File: config.mk
export PLATFORM = sky130hd
export DESIGN_NAME = uart_tx_buffered
export DESIGN_NICKNAME = d
export VERILOG_FILES = /design/src/rtl/uart_tx_buffered.sv
export SDC_FILE = /design/constraint.sdc
export NUM_CORES = 1
export LEC_CHECK = 0
export ABC_CLOCK_PERIOD_IN_PS = 3200
export BUFFER_PORTS_ARGS = -buffer_cell sky130_fd_sc_hd__buf_2
export CORE_ASPECT_RATIO = 2
export CORE_UTILIZATION = 35
export DETAILED_ROUTE_END_ITERATION = 12
export HOLD_SLACK_MARGIN = 0.15
export SYNTH_ARGS = -nofsm -noshare
export SYNTH_HDL_FRONTEND = slang
export SYNTH_SLANG_ARGS = --single-unit
File: constraint.sdc
create_clock -name clk -period 3.2 [get_ports clk]
set_input_delay 0.32 -clock clk [delete_from_list [all_inputs] [get_ports clk]]
set_output_delay 0.32 -clock clk [all_outputs]
set_load 0.05 [all_outputs]
File: src/rtl/uart_tx_buffered.sv
// Buffered UART transmitter: a FIFO of words feeding a frame serializer.
// Frame format (start, data LSB first, optional parity, 1 or 2 stop bits)
// and bit period are latched per frame from the config inputs when the
// word is popped, so config changes never disturb a frame on the line.
//
//   state    | meaning
//   ---------+--------------------------------------------------------------
//   S_IDLE   | line high; pops the next word when the FIFO is non-empty;
//            | the cycle right after a frame is its final stop cycle
//   S_START  | start bit (low)
//   S_DATA   | data bits, LSB first
//   S_PARITY | parity bit (even: XOR of data, odd: inverted)
//   S_STOP   | stop bits (high); the last one ends one cycle early because
//            | the following IDLE cycle completes it
module uart_tx_buffered #(
    parameter int DATA_BITS  = 8,
    parameter int FIFO_DEPTH = 16,
    parameter int DIV_WIDTH  = 16
) (
    input  logic                         clk,
    input  logic                         reset,
    input  logic                         wr_valid,
    input  logic [DATA_BITS-1:0]         wr_data,
    output logic                         wr_ready,
    input  logic [DIV_WIDTH-1:0]         divisor,
    input  logic [1:0]                   parity_mode,
    input  logic                         two_stop,
    output logic                         tx_out,
    output logic                         busy,
    output logic [$clog2(FIFO_DEPTH):0]  fifo_count
);

    localparam int PW = $clog2(FIFO_DEPTH);
    localparam int CW = PW + 1;
    localparam logic [CW-1:0] FULL_CNT = CW'(FIFO_DEPTH);
    localparam logic [2:0]    LAST_BIT = 3'(DATA_BITS - 1);

    typedef enum logic [2:0] {
        S_IDLE,
        S_START,
        S_DATA,
        S_PARITY,
        S_STOP
    } state_t;

    logic [DATA_BITS-1:0] fifo_mem_q [FIFO_DEPTH];
    logic [PW-1:0]        wr_ptr_q, rd_ptr_q;
    logic [CW-1:0]        count_q;
    logic                 push, pop, empty;
    logic [DATA_BITS-1:0] head;

    state_t               state_q, state_d;
    logic [DIV_WIDTH-1:0] timer_q, timer_d;
    logic [2:0]           bit_idx_q, bit_idx_d;
    logic                 stop_idx_q, stop_idx_d;
    logic [DATA_BITS-1:0] shift_q, shift_d;
    logic                 parity_q, parity_d;
    logic                 par_en_q, par_en_d;
    logic [DIV_WIDTH-1:0] div_q, div_d;
    logic                 two_q, two_d;
    logic                 tx_q, tx_d;
    logic                 tail_q, tail_d;
    logic                 bit_end, go_stop;

    // Full/empty come from the occupancy count so wrapped pointers never alias.
    assign empty    = (count_q == '0);
    assign wr_ready = (count_q != FULL_CNT);
    assign push     = wr_valid && wr_ready;
    assign head     = fifo_mem_q[rd_ptr_q];
    assign bit_end  = (timer_q == div_q);

    assign tx_out     = tx_q;
    assign fifo_count = count_q;
    assign busy       = (state_q != S_IDLE) || tail_q || !empty;

    // FIFO storage; contents need no reset because the pointers and count do.
    always_ff @(posedge clk) begin
        if (push) begin
            fifo_mem_q[wr_ptr_q] <= wr_data;
        end
    end

    // FIFO pointers and occupancy; a simultaneous push and pop leaves the count alone.
    always_ff @(posedge clk or posedge reset) begin
        if (reset) begin
            wr_ptr_q <= '0;
            rd_ptr_q <= '0;
            count_q  <= '0;
        end else begin
            if (push) begin
                wr_ptr_q <= wr_ptr_q + PW'(1);
            end
            if (pop) begin
                rd_ptr_q <= rd_ptr_q + PW'(1);
            end
            case ({push, pop})
                2'b10:   count_q <= count_q + CW'(1);
                2'b01:   count_q <= count_q - CW'(1);
                default: count_q <= count_q;
            endcase
        end
    end

    // Serializer state register; tx_out is registered from the next-state logic.
    always_ff @(posedge clk or posedge reset) begin
        if (reset) begin
            state_q    <= S_IDLE;
            timer_q    <= '0;
            bit_idx_q  <= '0;
            stop_idx_q <= 1'b0;
            shift_q    <= '0;
            parity_q   <= 1'b0;
            par_en_q   <= 1'b0;
            div_q      <= '0;
            two_q      <= 1'b0;
            tx_q       <= 1'b1;
            tail_q     <= 1'b0;
        end else begin
            state_q    <= state_d;
            timer_q    <= timer_d;
            bit_idx_q  <= bit_idx_d;
            stop_idx_q <= stop_idx_d;
            shift_q    <= shift_d;
            parity_q   <= parity_d;
            par_en_q   <= par_en_d;
            div_q      <= div_d;
            two_q      <= two_d;
            tx_q       <= tx_d;
            tail_q     <= tail_d;
        end
    end

    // Next-state, bit timing and line value for the following cycle.
    always_comb begin
        state_d    = state_q;
        timer_d    = timer_q + DIV_WIDTH'(1);
        bit_idx_d  = bit_idx_q;
        stop_idx_d = stop_idx_q;
        shift_d    = shift_q;
        parity_d   = parity_q;
        par_en_d   = par_en_q;
        div_d      = div_q;
        two_d      = two_q;
        tx_d       = tx_q;
        tail_d     = 1'b0;
        pop        = 1'b0;
        go_stop    = 1'b0;

        case (state_q)
            S_IDLE: begin
                timer_d = '0;
                tx_d    = 1'b1;
                if (!empty) begin
                    pop      = 1'b1;
                    state_d  = S_START;
                    tx_d     = 1'b0;
                    shift_d  = head;
                    parity_d = (^head) ^ (parity_mode == 2'b10);
                    par_en_d = (parity_mode == 2'b01) || (parity_mode == 2'b10);
                    div_d    = divisor;
                    two_d    = two_stop;
                end
            end
            S_START: begin
                if (bit_end) begin
                    timer_d   = '0;
                    state_d   = S_DATA;
                    bit_idx_d = '0;
                    tx_d      = shift_q[0];
                end
            end
            S_DATA: begin
                if (bit_end) begin
                    timer_d = '0;
                    if (bit_idx_q == LAST_BIT) begin
                        if (par_en_q) begin
                            state_d = S_PARITY;
                            tx_d    = parity_q;
                        end else begin
                            go_stop = 1'b1;
                        end
                    end else begin
                        bit_idx_d = bit_idx_q + 3'd1;
                        shift_d   = shift_q >> 1;
                        tx_d      = shift_q[1];
                    end
                end
            end
            S_PARITY: begin
                if (bit_end) begin
                    timer_d = '0;
                    go_stop = 1'b1;
                end
            end
            S_STOP: begin
                if (stop_idx_q == two_q) begin
                    // Last stop bit: the IDLE cycle that follows supplies its final cycle.
                    if (timer_q == div_q - DIV_WIDTH'(1)) begin
                        state_d = S_IDLE;
                        timer_d = '0;
                        tail_d  = 1'b1;
                    end
                end else if (bit_end) begin
                    timer_d    = '0;
                    stop_idx_d = 1'b1;
                    if (div_q == '0) begin
                        state_d = S_IDLE;
                        tail_d  = 1'b1;
                    end
                end
            end
            default: begin
                state_d = S_IDLE;
                timer_d = '0;
                tx_d    = 1'b1;
            end
        endcase

        // With one-cycle bits and a single stop bit, the IDLE cycle is the whole stop bit.
        if (go_stop) begin
            tx_d       = 1'b1;
            stop_idx_d = 1'b0;
            if ((div_q == '0) && !two_q) begin
                state_d = S_IDLE;
                tail_d  = 1'b1;
            end else begin
                state_d = S_STOP;
            end
        end
    end

endmodule

==> metrics.cfg <==
[run_status]
status=completed

[timing]
whs_ns=0.252
worstMarginPinSlew_ns=0.761
period_needed_ns=2.83
setup_violations=0
slew_headroom=0.489
rsz0062_at_grt=no
final_hold_viol_count=0
slew_viol_final=0
setup_tns_ns=0
min_period_over_period=0.885
timing.fmax_mhz=353
fin_worst_skew_ns=0.00751
timing.final.ws_setup_ns=0.367

[logic_synthesis]
syn_nets=682
synthAdderAreaFrac=0.0222
syn_avg_cell_area_um2=13.8
syn_inst=637
synth_ff_type=edfxtp_1
synth.area.top_cells=edfxtp_1 (44%), dfrtp_1 (18%), mux4_2 (6.4%), nand2_1 (3.8%), mux4_1 (3.3%)
synthMuxAreaShare=0.109
ys_seq_area_frac=0.623
ys_seq_elements=193
yosysMostFrequentCell=edfxtp_1
synth-async-reset-ratio=0.337
yosysTopAreaCellShare=0.438
syn_area_um2=8780
synth-simple-area-share=0.108
synth_xor_area_frac=0.0553
synth_top_area_cell=edfxtp_1
synthTopCellsByCount=edfxtp_1 (128), nand2_1 (88), dfrtp_1 (64), nor2_1 (36)
synth-compound-area-share=0.0570
synth_top_family_by_area=multiplexers
yosys_warnings=0
synth_edf_count=128
synth.distinct_cells=59

[detailed_routing]
firstDrtPassIters=6
drt_iter0_markers=228
ant_nets=0
vias=5338
wl_per_cell_um=18.0
vias_per_cell=5.04
route.detailed.drc=0
routed_wirelength_um=19100

[final_layout]
drive_gt1_frac=0.193
fin_nets=760
multiInputGateArea_um2=3080
syn_to_final_growth_pct=16.8
fillers=2339
n_antenna_cell=0
fin_cells=1059
final-seq-area_um2=5480

[floorplanning]
io_pins=38
rows=81
fp.dieArea_um2=25700
initial_core_util=0.358
die_y_um=226
core-area_um2=24500
die_w_um=114

[pwr]
max-vdd-ir-drop_v=0.000373
internal_power_mw=4.47
swShare=0.286
leakagePower_nw=3.91
sequentialPowerShare=0.503
p_switching_mw=1.79
p_per_area_nw_per_um2=611
pwr-share-clk=0.330
power_frac_comb=0.168

[setup_path]
crit_chain=nor4_1 > nor2b_1 > or4_1 > inv_2 > ha_1 > inv_1 > fa_1 > inv_1 > a21o_1 > a21oi_1 > xnor2_1 > nor2_1 > xor2_1
critPathArrivalTime_ns=3.16
startpoint=fifo_count[0]
cp-start-kind=flip-flop
cp_common_cell=inv_1
path_class=reg -> reg
crit_fanout=5
critPathSlowestCell=dfrtp_2
required_ns=3.52
r2r_start=fifo_count[0]
slowest_delay_ns=0.44
cp-end-kind=flip-flop

[clocking]
cts.sinks=193
cts_hold_buf=18
clockBufferDepth=2
cts_resized=0
cts_root_buf=clkbuf_16
cts_setup_buffers=0
cts.htree.levels=4
cts.reportedPaths.clkPinSlew_ns=0.07
numCtsBuffers=17
cts_tree=done
worstSkewPairLatency_ns=0.44

[global_route]
grt_pass1_wl_um=30700
grt_max_degree=36
grt_pass1_vias=5713
antenna_found_initial=0
grt.total_usage=0.163
grt_overflow=0

[placement]
io_buffers=37
gp_congestion=0.865
place_ws_ns=0.278
dp_cells=1010
hpwl_um=14100

[worst_hold_path]
min_from=wr_data[7]
holdCritPathClass=in -> reg

[job]
cap_viol_max_count=0

## layout make-up
class | instances | share of cell area
flip-flops and latches | 193 | 0.534
multi-input cells | 398 | 0.301
repair buffers | 88 | 0.0623
clock buffers | 17 | 0.0415
well taps | 332 | 0.0405
clock inverters | 14 | 0.0143
inverters | 17 | 0.00623
## layer usage
layer | global-route usage | vias up | part of all wire
met4 | 0.101 | 0 | 0.044
met2 | 0.318 | 84 | 0.59
met1 | 0.152 | 2689 | 0.34
met3 | 0.0298 | 47 | 0.021
met5 | 0 | - | 0
li1 | - | 2518 | -
## kinds of logic (layout without fill, tap and decap cells)
group / after synthesis / in the layout
adder cells (fa/ha/maj): 15 / 15
XOR/XNOR: 53 / 53
AO/OA/AOI/OAI: 82 / 82
buffers and inverters: 46 / 136
flip-flops: 193 / 193
AND/OR/NAND/NOR: 202 / 202
multiplexers: 46 / 46
## registers in the layout (all words and copies together), names as in the netlist
| name | count |
|---|---|
| fifo_mem_q | 128 |
| div_q | 16 |
| timer_q | 16 |
| shift_q | 8 |
| fifo_count | 5 |
| rd_ptr_q | 4 |
| wr_ptr_q | 4 |
| bit_idx_q | 3 |
| state_q | 3 |
| par_en_q | 1 |
| parity_q | 1 |
| stop_idx_q | 1 |
| tail_q | 1 |
| two_q | 1 |
| tx_out | 1 |
## power by group through the flow
stage | clock network (mW) | registers (mW) | logic (mW)
2_1_floorplan | 0 | 3.21 | 0.674
3_3_place_gp | 0 | 3.19 | 1.04
3_5_place_dp | 0 | 3.20 | 1.05
4_1_cts | 2.12 | 3.15 | 1.07
5_1_grt | 2.21 | 3.18 | 1.16
6_report | 2.07 | 3.15 | 1.05
## placed cells by master, fill, tap and decap left out, types with 4 or more instances in the layout
| master | instances |
|---|---|
| ha_1 | 14 |
| o21ai_0 | 16 |
| dfrtp_2 | 5 |
| xnor2_1 | 26 |
| xor2_1 | 25 |
| edfxtp_1 | 128 |
| inv_1 | 15 |
| buf_2 | 37 |
| mux4_1 | 11 |
| mux2i_1 | 9 |
| dfrtp_1 | 59 |
| mux4_2 | 25 |
| clkbuf_16 | 17 |
| clkinvlp_4 | 4 |
| nand3_1 | 18 |
| nand4_1 | 9 |
| nor2b_1 | 5 |
| nor2_1 | 36 |
| and3_1 | 11 |
| a21o_1 | 4 |
| dlygate4sd3_1 | 18 |
| buf_4 | 31 |
| nor4_1 | 8 |
| inv_6 | 4 |
| o21ai_1 | 12 |
| nand2_1 | 88 |
| a21oi_1 | 26 |
| nor3_1 | 10 |
| a22oi_1 | 4 |
## path summary, 6_finish.rpt
| check | end | slack, ns | cells after the start |
|---|---|---|---|
| min in group asynchronous | div_q[7] | 0.54 | 3 |
| max in group asynchronous | tx_out | 1.89 | 4 |
| hold reg to reg | bit_idx_q[1] | 0.49 | 2 |
| hold / removal | fifo_mem_q[12][7] | 0.25 | 1 |
| setup / recovery | fifo_count[4] | 0.37 | 13 |
| setup reg to reg | fifo_count[4] | 0.37 | 13 |
## per-stage QoR
stage               utilization  power (mW)  instance area, um^2
floorplan                     -        3.89                 8780
global placement          0.387        4.23                 9500
CTS                       0.418        6.34                10200
finish                    0.418        6.26                10200
detailed placement        0.387        4.25                 9500
global route              0.418        6.55                10200
## critical path: cells and delay by family (launching register included)
kind / cells / cell delay [ns]
simple gates: 4 / 0.96
fa+ha+maj: 2 / 0.45
xor+xnor: 2 / 0.29
flops: 1 / 0.44
compound gates: 2 / 0.35
buf+inv: 3 / 0.23
Note: power is estimated with default switching activity, not from simulation.
